File: src/rtl/vga_scan.sv
// vga_scan: 640x480@60 VGA timing from a 4x pixel clock enable, reading the 128x96 VRAM upscaled 5x5.
// Optional VGA_TESTPAT_EN replaces VRAM colour with eight vertical colour bars.
module vga_scan #(
    parameter int CLK_DIV = 4,
    parameter int SCALE   = 5,
    parameter int IMG_W   = 128,
    parameter int H_VIS   = 640,
    parameter int H_FP    = 16,
    parameter int H_SYNC  = 96,
    parameter int H_BP    = 48,
    parameter int V_VIS   = 480,
    parameter int V_FP    = 10,
    parameter int V_SYNC  = 2,
    parameter int V_BP    = 33
) (
    input  logic        clk,
    input  logic        reset,
    output logic [13:0] address,
    input  logic        red_in,
    input  logic        green_in,
    input  logic        blue_in,
    output logic        vga_red,
    output logic        vga_green,
    output logic        vga_blue,
    output logic        hsync,
    output logic        vsync,
    output logic        frame_start
);

    localparam logic [1:0]  PH_LAST  = 2'(CLK_DIV - 1);
    localparam logic [1:0]  PH_ADDR  = 2'd0;
    localparam logic [1:0]  PH_PIX   = 2'd2;
    localparam logic [2:0]  SUB_LAST = 3'(SCALE - 1);
    localparam logic [9:0]  H_VIS_C  = 10'(H_VIS);
    localparam logic [9:0]  HS_FIRST = 10'(H_VIS + H_FP);
    localparam logic [9:0]  HS_LAST  = 10'(H_VIS + H_FP + H_SYNC - 1);
    localparam logic [9:0]  H_LAST   = 10'(H_VIS + H_FP + H_SYNC + H_BP - 1);
    localparam logic [9:0]  V_VIS_C  = 10'(V_VIS);
    localparam logic [9:0]  VS_FIRST = 10'(V_VIS + V_FP);
    localparam logic [9:0]  VS_LAST  = 10'(V_VIS + V_FP + V_SYNC - 1);
    localparam logic [9:0]  V_LAST   = 10'(V_VIS + V_FP + V_SYNC + V_BP - 1);
    localparam logic [13:0] ADDR_MAX = 14'(((V_VIS - 1) / SCALE) * IMG_W + (H_VIS - 1) / SCALE);

    logic [1:0]  phase_q, phase_d;
    logic [9:0]  hcount_q, hcount_d;
    logic [9:0]  vcount_q, vcount_d;
    logic [2:0]  hsub_q, hsub_d;
    logic [6:0]  hcol_q, hcol_d;
    logic [2:0]  vsub_q, vsub_d;
    logic [6:0]  vrow_q, vrow_d;
    logic [13:0] address_q, address_d;
    logic [2:0]  rgb_q, rgb_d;
    logic        hsync_q, hsync_d;
    logic        vsync_q, vsync_d;
    logic        frame_start_q, frame_start_d;

    logic        pixel_tick;
    logic        line_wrap;
    logic        frame_wrap;
    logic        visible;
    logic [2:0]  pix_rgb;

    assign pixel_tick = (phase_q == PH_LAST);
    assign line_wrap  = pixel_tick && (hcount_q == H_LAST);
    assign frame_wrap = line_wrap && (vcount_q == V_LAST);
    assign visible    = (hcount_q < H_VIS_C) && (vcount_q < V_VIS_C);

`ifdef VGA_TESTPAT_EN
    logic unused_vram;
    assign unused_vram = red_in ^ green_in ^ blue_in;
    // Each bar is 16 VRAM columns = 80 screen pixels wide.
    assign pix_rgb = {hcol_q[6], hcol_q[5], hcol_q[4]};
`else
    assign pix_rgb = {red_in, green_in, blue_in};
`endif

    // Scan counters; hsub/vsub replace a divide-by-SCALE on hcount/vcount.
    always_comb begin
        // NOTE: every signal assigned here gets a default first, so no path leaves it
        // unassigned and no latch is inferred.
        phase_d  = pixel_tick ? 2'd0 : phase_q + 2'd1;
        hcount_d = hcount_q;
        hsub_d   = hsub_q;
        hcol_d   = hcol_q;
        vcount_d = vcount_q;
        vsub_d   = vsub_q;
        vrow_d   = vrow_q;

        if (line_wrap) begin
            hcount_d = '0;
            hsub_d   = '0;
            hcol_d   = '0;
        end else if (pixel_tick) begin
            hcount_d = hcount_q + 10'd1;
            if (hsub_q == SUB_LAST) begin
                hsub_d = '0;
                hcol_d = hcol_q + 7'd1;
            end else begin
                hsub_d = hsub_q + 3'd1;
            end
        end

        if (frame_wrap) begin
            vcount_d = '0;
            vsub_d   = '0;
            vrow_d   = '0;
        end else if (line_wrap) begin
            vcount_d = vcount_q + 10'd1;
            if (vsub_q == SUB_LAST) begin
                vsub_d = '0;
                vrow_d = vrow_q + 7'd1;
            end else begin
                vsub_d = vsub_q + 3'd1;
            end
        end
    end

    // Address leaves at phase 0, VRAM data is sampled at phase 2, so pins lag address by 2 clks.
    always_comb begin
        address_d     = address_q;
        rgb_d         = rgb_q;
        hsync_d       = hsync_q;
        vsync_d       = vsync_q;
        frame_start_d = (phase_q == PH_ADDR) && (hcount_q == '0) && (vcount_q == '0);

        if ((phase_q == PH_ADDR) && visible) begin
            address_d = 14'(int'(vrow_q) * IMG_W + int'(hcol_q));
        end

        if (phase_q == PH_PIX) begin
            rgb_d   = visible ? pix_rgb : 3'b000;
            hsync_d = !((hcount_q >= HS_FIRST) && (hcount_q <= HS_LAST));
            vsync_d = !((vcount_q >= VS_FIRST) && (vcount_q <= VS_LAST));
        end
    end

    // NOTE: state registers use non-blocking assignments so every register samples the
    // pre-edge value of its peers, independent of statement order.
    always_ff @(posedge clk or negedge reset) begin
        if (!reset) begin
            phase_q       <= '0;
            hcount_q      <= '0;
            vcount_q      <= '0;
            hsub_q        <= '0;
            hcol_q        <= '0;
            vsub_q        <= '0;
            vrow_q        <= '0;
            address_q     <= '0;
            rgb_q         <= '0;
            hsync_q       <= 1'b1;
            vsync_q       <= 1'b1;
            frame_start_q <= 1'b0;
        end else begin
            phase_q       <= phase_d;
            hcount_q      <= hcount_d;
            vcount_q      <= vcount_d;
            hsub_q        <= hsub_d;
            hcol_q        <= hcol_d;
            vsub_q        <= vsub_d;
            vrow_q        <= vrow_d;
            address_q     <= address_d;
            rgb_q         <= rgb_d;
            hsync_q       <= hsync_d;
            vsync_q       <= vsync_d;
            frame_start_q <= frame_start_d;
        end
    end

    assign address     = address_q;
    assign vga_red     = rgb_q[2];
    assign vga_green   = rgb_q[1];
    assign vga_blue    = rgb_q[0];
    assign hsync       = hsync_q;
    assign vsync       = vsync_q;
    assign frame_start = frame_start_q;

    a_addr_range: assert property (@(posedge clk) disable iff (!reset) address_q <= ADDR_MAX);
    a_sub_range:  assert property (@(posedge clk) disable iff (!reset)
                                   (hsub_q <= SUB_LAST) && (vsub_q <= SUB_LAST));
    a_phase_wrap: assert property (@(posedge clk) disable iff (!reset) phase_q <= PH_LAST);

endmodule

File: config.mk
export PLATFORM = sky130hd
export DESIGN_NAME = vga_scan
export DESIGN_NICKNAME = d
export VERILOG_FILES = /design/src/rtl/vga_scan.sv
export SDC_FILE = /design/constraint.sdc
export NUM_CORES = 1
export LEC_CHECK = 0
export BUFFER_PORTS_ARGS = -buffer_cell sky130_fd_sc_hd__buf_2
export CAP_MARGIN = 5
export CORE_ASPECT_RATIO = 0.75
export CORE_MARGIN = 10
export CORE_UTILIZATION = 45
export CTS_CLUSTER_SIZE = 24
export DETAILED_ROUTE_END_ITERATION = 8
export SLEW_MARGIN = 25
export SYNTH_ARGS = -nofsm -noshare
export SYNTH_HDL_FRONTEND = slang
export SYNTH_SLANG_ARGS = --single-unit
File: constraint.sdc
create_clock -name clk -period 4.7 [get_ports clk]
set_input_delay 0.705 -clock clk [delete_from_list [all_inputs] [get_ports clk]]
set_output_delay 0.705 -clock clk [all_outputs]
set_load 0.01 [all_outputs]
=== After elaboration in Yosys (flattened, before gate mapping) ===
Index checks and enable logic that the tools add are counted.

* Equal/unequal tests: 6
* Add/sub/neg operators: 8
* Reductions and logical operators: 19
* $lt $le $gt $ge: 6
* Mux-type cells: 18

{| class="wikitable"
|+ Operators by type and width
! cell !! number
|-
| 2-to-1 mux 7 bit || 6
|-
| 2-to-1 mux 10 bit || 4
|-
| 2-to-1 mux 3 bit || 7
|-
| adder 10 x 1 -> 10 bit (second input constant) || 2
|-
| == test 10 bit (second input constant) || 2
|-
| zero test 10 bit || 2
|-
| adder 14 x 7 -> 14 bit || 1
|-
| adder 7 x 1 -> 7 bit (second input constant) || 2
|-
| greater-or-equal comparator 10 bit (second input constant) || 1
|-
| greater-or-equal comparator 10 x 9 -> 1 bit (second input constant) || 1
|-
| less-or-equal comparator 10 bit (second input constant) || 1
|-
| less-or-equal comparator 10 x 9 -> 1 bit (second input constant) || 1
|-
| < comparator 10 bit (second input constant) || 1
|-
| < comparator 10 x 9 -> 1 bit (second input constant) || 1
|-
| logical AND 1 bit || 8
|-
| nonzero test 2 bit || 4
|-
| adder 3 x 1 -> 3 bit (second input constant) || 2
|-
| == test 3 bit (second input constant) || 2
|-
| == test 2 bit (second input constant) || 2
|-
| AND reduction 2 bit || 2
|-
| adder 2 x 1 -> 2 bit (second input constant) || 1
|-
| zero test 1 bit || 2
|-
| zero test 2 bit || 1
|-
| 2-to-1 mux 2 bit || 1
|}

* Input port bits: 5
* Word-level logic and storage cells: 69
* Flip-flop bits (word level): 62
* Output and inout port bits: 20

=== Longest topological paths before layout ===
Gate-level depths: netlist of run 1.

* Word-level depth: 5
* Gate-level depth with buffers: 8
* Mapped depth without buffers: 6

=== Worst setup path after synthesis of run 1 ===
No wires, ideal clock.

* Kind: register to register
* From: register phase_q[0]
* To: register hcol_q[0]
* Setup time: 125 ps
* Cell stages (with the launch flop): 7
* Buffers on the path: 1
* Data arrival time: 2030 ps
* Clock period less this slack: 2155 ps
* Data required time: 4575 ps
* Path slack: 2545 ps
* Path through: dfrtp_1 -> ha_1 -> clkbuf_1 -> nand4_1 -> o31ai_1 -> nor2_1 -> mux2_2

* Longest elaborated chain between the ends: 4

{| class="wikitable"
|+ RTL lines
! element !! RTL line !! RTL
|-
| start, declared || 44 || <nowiki>logic [1:0] phase_q, phase_d;</nowiki>
|-
| start signal, assigned || 154 || <nowiki>phase_q <= phase_d;</nowiki>
|-
| == test 2 bit * || 63 || <nowiki>assign pixel_tick = (phase_q == PH_LAST);</nowiki>
|-
| logical AND 1 bit || 64 || <nowiki>assign line_wrap = pixel_tick && (hcount_q == H_LAST);</nowiki>
|-
| nonzero test 2 bit (no line) || -- ||
|-
| AND reduction 2 bit (no line) || -- ||
|-
| end signal, assigned || 158 || <nowiki>hcol_q <= hcol_d;</nowiki>
|-
| end, declared || 48 || <nowiki>logic [6:0] hcol_q, hcol_d;</nowiki>
|}

Mark *: on every way between the ends. The rest lies on a longest branch, timed or not.
A chain may end at the register's enable or synchronous reset.

=== Worst setup path after layout of run 1 ===
* From: register phase_q[1]
* To: register hcol_q[0]

The elaborated chain is that of the path after synthesis.

==> flow_summary_export.csv, run 1 <==
group,metric,value,unit
outcome,status,"finished, final reports clean",
floorplanning,die_w,115,um
worst_setup_path,crit_type,"flop to flop",
floorplanning,start_util,47.2,%
place,dp_hpwl,4200,um
finish,antennaDiodeCount,0,
timing,tightestPinTransition,1.07,ns
detailed_routing,wl_met3,341,um
place,port_buffers,24,
clocking,cts-root-buf,"clkbuf_8",
logic_synthesis,synth-edff-count,0,
logic_synthesis,synth_flop_cell,"dfrtp_1",
timing,fmax,0.347,GHz
hold_path,hold_depth,1,
worst_setup_path,ff2ff_setup_slack,1.82,ns
logic_synthesis,synth_area_per_cell,10.5,um2
finish,multi_input_area,1370,um2
timing,period_minus_slack,2.88,ns
worst_setup_path,end_kind,"flop",
detailed_routing,postRouteWirelength,6170,um
clocking,clockBufferDepth,2,
clocking,hold_buffers,0,
global_route,grt_pass1_vias,2076,
logic_synthesis,synth.distinct_cells,45,
global_route,grt_max_degree,42,
flow_run,max_cap_violations,0,
detailed_routing,via_per_inst,5.61,
pwr,powerDensity,317,nW/um2
clocking,cts_buffers,9,
global_route,grt_overflow_total,0,
timing,rsz0062_at_grt,"no",
detailed_routing,drt_pass1_iterations,4,
worst_setup_path,crit_slowest_cell,"o31ai_1",
logic_synthesis,synthArstFlopShare,100,%
logic_synthesis,synth_warnings,0,
detailed_routing,route.detailed.drc,0,
worst_setup_path,cp_max_fo,19,
global_route,grt_usage,12.4,%
clocking,clock_sink_count,62,
place,post-place-ws,1.95,ns
pwr,power_leakage,0.00164,uW
timing,final.setup_skew,0.00944,ns
finish,n_fill_cell,576,
pwr,vdd_drop_max,0.000137,V
timing,relSlewSlack,27.8,%
timing,setup_slack,1.82,ns
clocking,cts_tree,"done",
worst_setup_path,r2r_start,"phase_q[1]",
clocking,post_cts_resized,0,
worst_setup_path,worstSetupStartpointType,"flop",
worst_setup_path,worstPathRequired,4.93,ns
worst_setup_path,critPathTopFamily,"compound AO/OA/AOI/OAI gates",
logic_synthesis,postSynthCellCount,288,
floorplanning,io_pins,25,
worst_setup_path,timing.rr.end,"hcol_q[0]",
clocking,cts.htree.levels,3,
clocking,cts_setup_buffers,0,
global_route,antenna_found_initial,0,
finish,seq_area,1550,um2
logic_synthesis,ys_top_cells_by_count,"60 x dfrtp_1, 22 x nand2_1, 20 x nand3_1",
timing,tns,0,ns
global_route,grt_pass1_wl,10600,um
hold_path,min_from,"phase_q[0]",
finish,drive_gt1_share,19.5,%
worst_setup_path,critPathBufInv,0,
finish,num-nets-final,331,
logic_synthesis,synth.area.top_cells,"dfrtp_1 50%, mux2_2 5.6%, ha_1 5.4%",
worst_setup_path,arrival,3.11,ns
floorplanning,coreArea,6410,um2
detailed_routing,highest_layer,"met4",
hold_path,worstHoldEndpoint,"phase_q[0]",
timing,finalSetupViolCount,0,
floorplanning,rows,25,
logic_synthesis,syn_area,3030,um2
logic_synthesis,post-synth-top-area-fraction,49.6,%
worst_setup_path,reg2reg_depth,5,
place,gp_congestion,0.790,
floorplanning,die_h,91.0,um
logic_synthesis,synthesis.nets,306,
clocking,worstSkewPairLatency,0.34,ns
worst_setup_path,critPathMaxStageDelay,1.01,ns
logic_synthesis,ys_seq_area_share,51.4,%
detailed_routing,wl_per_cell,15.5,um
logic_synthesis,yosys_register_bits,62,
detailed_routing,drt_iter0_markers,151,
detailed_routing,wl_met2,2690,um
worst_setup_path,crit_chain,"ha_1, nand4_1, o31ai_1, nor2_1, mux2_2",
hold_path,hp-class,"flop to flop",
logic_synthesis,yosys.area.top_type,"dfrtp_1",
timing,min_period_over_period,61.4,%
timing,finalHoldViolCount,0,
timing,final_max_slew_viol_count,0,
detailed_routing,final_antenna_net_count,0,
logic_synthesis,synthMostInstantiatedCell,"dfrtp_1",
detailed_routing,drt-met1-wl,3070,um
detailed_routing,vias,2238,
floorplanning,dieArea,10400,um2
clocking,path_clk_slew,0.07,ns
finish,synthToLayoutAreaGrowth,14.0,%
==> layout by cell type, fill, tap and decap left out, types with 4 or more instances in the layout <==
master and n:
inv_1 15, ha_1 13, o31ai_1 5, nor2_1 16
nand2b_1 4, and3_1 4, a22o_1 8, clkbuf_8 12
xnor2_1 6, o311ai_0 4, nand4_1 10, buf_2 24
nand3_1 20, nand2_1 22, mux2_2 15, dfrtp_1 60
o21ai_0 18, nor3_1 7, or3_1 5
==> power by group <==
part | internal (uW) | switching, uW
Combinational | 3.04 | 12.1
Clock | 342 | 202
Sequential | 535 | 0.639
==> worst max path at each step <==
stage / start / to / slack, ns / cells past startpoint
6_report: phase_q[1] / hcol_q[0] / 1.82 / 5
5_1_grt: phase_q[0] / hcol_q[0] / 1.59 / 5
4_1_cts: phase_q[1] / hcol_q[0] / 1.85 / 5
3_5_place_dp: phase_q[1] / hcol_q[0] / 1.95 / 5
3_3_place_gp: phase_q[1] / hcol_q[0] / 1.96 / 5
2_1_floorplan: phase_q[0] / hcol_q[0] / 2.55 / 6
==> metal layers <==
layer | up-vias | global-route usage (%)
li1 | 1092 | -
met1 | 1079 | 17.5
met2 | 60 | 16.7
met3 | 7 | 4.47
met4 | 0 | 5.10
met5 | - | 0
==> worst register-to-register path: cells and delay by family, from the launching register on <==
| kind | cells | cell delay, ns |
|---|---|---|
| mux | 1 | 0.31 |
| compound gates | 1 | 1.01 |
| flops | 1 | 0.37 |
| simple gates | 2 | 0.59 |
| fa+ha+maj | 1 | 0.49 |
==> layout make-up <==
cell class	instances	area share, %
Multi-Input combinational cell	199	39.7
Sequential cell	62	45.0
Clock buffer	13	4.90
Timing Repair Buffer	26	3.92
Inverter	15	1.63
Tap cell	81	2.94
Clock inverter	3	1.89
==> cells by family (layout without fill, tap and decap cells) <==
group	Yosys count	after routing	synth area share (%)
xor gates and xnor gates	9	9	2.61
DFF	62	62	51.4
buffers and inverters	27	57	3.56
AOI/OAI and AO/OA	51	51	11.6
and+or+nand+nor	109	109	19.2
muxes	17	17	6.24
adders and majority gates	13	13	5.38
==> sequential cells by signal (all words and copies together), names as in the netlist <==
signal	flops
hsync	1
frame_start	1
phase_q	2
hcount_q	10
address	14
vsub_q	3
rgb_q	3
vsync	1
hcol_q	7
vrow_q	7
vcount_q	10
hsub_q	3
==> stage by stage <==
step / std cells / utilization, % / instance area (um2) / hold slack (ns) / total power, uW
6_report: 399 / 53.8 / 3450 / 0.448 / 1090
2_1_floorplan: 288 / - / 3030 / 0.409 / 547
4_1_cts: 399 / 53.8 / 3450 / 0.453 / 1110
3_5_place_dp: 383 / 50.1 / 3220 / 0.444 / 562
5_1_grt: 399 / 53.8 / 3450 / 0.501 / 1140
3_3_place_gp: 383 / 50.1 / 3220 / 0.437 / 562
Note: power is estimated with default switching activity, not from simulation.
==> run 2, diff against run 1 <==
--- a/config.mk
+++ b/config.mk
@@ -5,6 +5,7 @@
 export SDC_FILE = /design/constraint.sdc
 export NUM_CORES = 1
 export LEC_CHECK = 0
+export ABC_AREA = 1
 export BUFFER_PORTS_ARGS = -buffer_cell sky130_fd_sc_hd__buf_2
 export CAP_MARGIN = 5
 export CORE_ASPECT_RATIO = 0.75
==> constraint.sdc (replaced) <==
create_clock -name clk -period 2.4 [get_ports clk]
set_input_delay 0.36 -clock clk [delete_from_list [all_inputs] [get_ports clk]]
set_output_delay 0.36 -clock clk [all_outputs]
set_load 0.01 [all_outputs]
==> run 2 against run 1 <==
  * Non-clock buffer count increased by 1
  * Global-route usage increased by 0.96 points
  * Maximum frequency increased by 68%
  * Wire length increased by 13%
  * Die area increased by 7.3%
  * Cell count increased by 35%
  * Critical path type unchanged
  * Largest power group unchanged
==> flow_summary_export.csv, run 2 <==
group,metric,value,unit
global_route,grt_usage,13.4,%
worst_setup_path,crit_type,"flop to flop",
logic_synthesis,synth-edff-count,0,
logic_synthesis,synthAdderAreaFrac,4.93,%
floorplanning,die_h,94.2,um
worst_setup_path,crit_top_cell,"nand2_1",
worst_setup_path,crit_chain,"inv_1, ha_1, nand2_1, inv_1, nand2_1, inv_1, nand2_1, nand2_4, nor2_8, nand2_1, nand2_1",
logic_synthesis,yosys.area.top_type,"dfrtp_1",
logic_synthesis,ys_top_cells_by_count,"111 x nand2_1, 60 x dfrtp_1, 58 x inv_1",
floorplanning,coreArea,6960,um2
timing,tightestPinTransition,0.491,ns
finish,synthToLayoutAreaGrowth,15.4,%
finish,mostFrequentLayoutCell,"nand2_1",
global_route,grt_overflow_total,0,
detailed_routing,wl_per_cell,12.9,um
detailed_routing,via_per_inst,4.86,
logic_synthesis,synth_flop_cell,"dfrtp_1",
pwr,powerDensity,590,nW/um2
logic_synthesis,synth_area_per_cell,8.17,um2
logic_synthesis,synthMostInstantiatedCell,"nand2_1",
clocking,post_cts_resized,0,
finish,final_cell_count_no_fill,539,
finish,antennaDiodeCount,0,
finish,num-nets-final,455,
global_route,grt_max_degree,46,
worst_setup_path,worstSetupStartpointType,"flop",
timing,rsz0062_at_grt,"no",
timing,period_minus_slack,1.71,ns
timing,final_max_slew_viol_count,0,
pwr,power_leakage,0.00198,uW
detailed_routing,final_antenna_net_count,0,
timing,fmax,0.583,GHz
timing,min_period_over_period,71.4,%
outcome,status,"finished, final reports clean",
finish,largest_reg_flops,14,
place,gp_congestion,0.875,
logic_synthesis,synth.distinct_cells,30,
logic_synthesis,synth_warnings,0,
clocking,clockBufferDepth,2,
worst_setup_path,cp_max_fo,7,
worst_setup_path,worstPathRequired,2.68,ns
hold_path,hp-class,"input pin to flop",
clocking,cts_setup_buffers,0,
place,place_inst,523,
worst_setup_path,crit_slowest_cell,"dfrtp_1",
detailed_routing,drt_pass1_iterations,4,
floorplanning,start_util,47.4,%
clocking,clock_sink_count,62,
logic_synthesis,synthArstFlopShare,100,%
flow_run,max_cap_violations,0,
detailed_routing,drt_iter0_markers,117,
clocking,hold_buffers,1,
clocking,cts_tree,"done",
logic_synthesis,muxShareOfSynthArea,0,%
clocking,cts.htree.levels,3,
logic_synthesis,synth.area.top_cells,"dfrtp_1 45%, nand2_1 13%, inv_1 6.6%",
timing,finalSetupViolCount,0,
floorplanning,die_w,119,um
global_route,grt_pass1_vias,2472,
logic_synthesis,yosys_register_bits,62,
logic_synthesis,postSynthCellCount,404,
timing,final.setup_skew,0.00748,ns
logic_synthesis,synth_top_family_by_area,"simple AND/OR/NAND/NOR gates",
timing,finalHoldViolCount,0,
logic_synthesis,syn_area,3300,um2
pwr,vdd_drop_max,0.000290,V
clocking,cts-root-buf,"clkbuf_8",
logic_synthesis,synth-compound-area-share,7.58,%
clocking,path_clk_slew,0.07,ns
floorplanning,rows,26,
logic_synthesis,yosys.area_share.xor_xnor,3.71,%
logic_synthesis,ys_seq_area_share,47.1,%
pwr,p_total,2250,uW
timing,relSlewSlack,67.2,%
worst_setup_path,arrival,2.00,ns
floorplanning,dieArea,11200,um2
logic_synthesis,post-synth-top-area-fraction,45.5,%
detailed_routing,route.detailed.drc,0,
detailed_routing,postRouteWirelength,6980,um
clocking,worstSkewPairLatency,0.34,ns
floorplanning,io_pins,25,
global_route,antenna_found_initial,0,
finish,fin_util,54.7,%
clocking,cts_buffers,9,
logic_synthesis,synthesis.nets,422,
place,port_buffers,24,
finish,layout_common_cells,"111 x nand2_1, 60 x dfrtp_1, 58 x inv_1, 29 x nor2_1, 27 x o21ai_0",
finish,drive_gt1_share,14.3,%
place,dp_hpwl,5180,um
timing,tns,0,ns
logic_synthesis,synthSimpleGateAreaFrac,29.0,%
worst_setup_path,end_kind,"flop",
global_route,grt_pass1_wl,12300,um
worst_setup_path,critPathMaxStageDelay,0.46,ns
detailed_routing,vias,2618,
run 2: cell types whose count changed in the layout (fill, tap and decap cells not counted), sizes merged, moves of 6 or more:
cell and delta:
nor2 +18, nand2 +95, xnor2 -6, a22o -8, o21ai +21, mux2 -15, nand3 +9, inv +46
xor2 +11
run 2: worst max-delay path: cells and delay by family, from the launching register on:
family | cells | cell delay (ns)
simple gates | 7 | 0.78
fa+ha+maj | 1 | 0.23
flops | 1 | 0.46
buf+inv | 3 | 0.18
run 2: area by class of cell:
| type | count | area [um2] |
|---|---|---|
| fillers | 677 | 3150 |
| flip-flops and latches | 62 | 1550 |
| clock inverters | 3 | 90.1 |
| multi-input cells | 276 | 1490 |
| well taps | 98 | 123 |
| clock buffers | 12 | 165 |
| repair buffers | 27 | 158 |
| inverters | 61 | 229 |
run 2: cell families after synthesis:
family,after synthesis
simple gates,201
buf+inv,66
flops,62
compound gates,48
xor+xnor,14
fa+ha+maj,13
run 2: power breakdown:
part           internal, uW  leakage (uW)  switching (uW)  total [uW]
Combinational          9.43       0.00103            24.4        33.8
Sequential             1050      0.000823            1.11        1050
Clock                   770      0.000129             395        1160
run 2: final timing paths:
| path | startpoint | endpoint | slack [ns] | cells past startpoint |
|---|---|---|---|---|
| max in group asynchronous | reset | vsync | 1.27 | 3 |
| hold reg to reg | phase_q[0] | phase_q[0] | 0.46 | 1 |
| hold / removal | blue_in | rgb_q[0] | 0.28 | 3 |
| setup reg to reg | vcount_q[0] | vrow_q[5] | 0.69 | 11 |
| setup / recovery | vcount_q[0] | vrow_q[5] | 0.69 | 11 |
| min in group asynchronous | reset | vcount_q[6] | 0.50 | 2 |
run 2: through the flow:
stage	setup slack (ns)	instance area, um2	hold slack (ns)
finish	0.686	3810	0.279
global placement	0.641	3540	0.339
detailed placement	0.708	3540	0.337
floorplan	0.886	3300	0.0644
global route	0.476	3810	0.268
CTS	0.681	3810	0.260
run 2: metal layers:
metal	GRT usage, %	routed length [um]	vias up	share of wire (%)
met2	19.5	2930	53	42
met4	4.87	71	0	1.0
met3	4.14	357	11	5.1
li1	-	-	1355	-
met1	18.3	3620	1199	52
met5	0	0	-	0
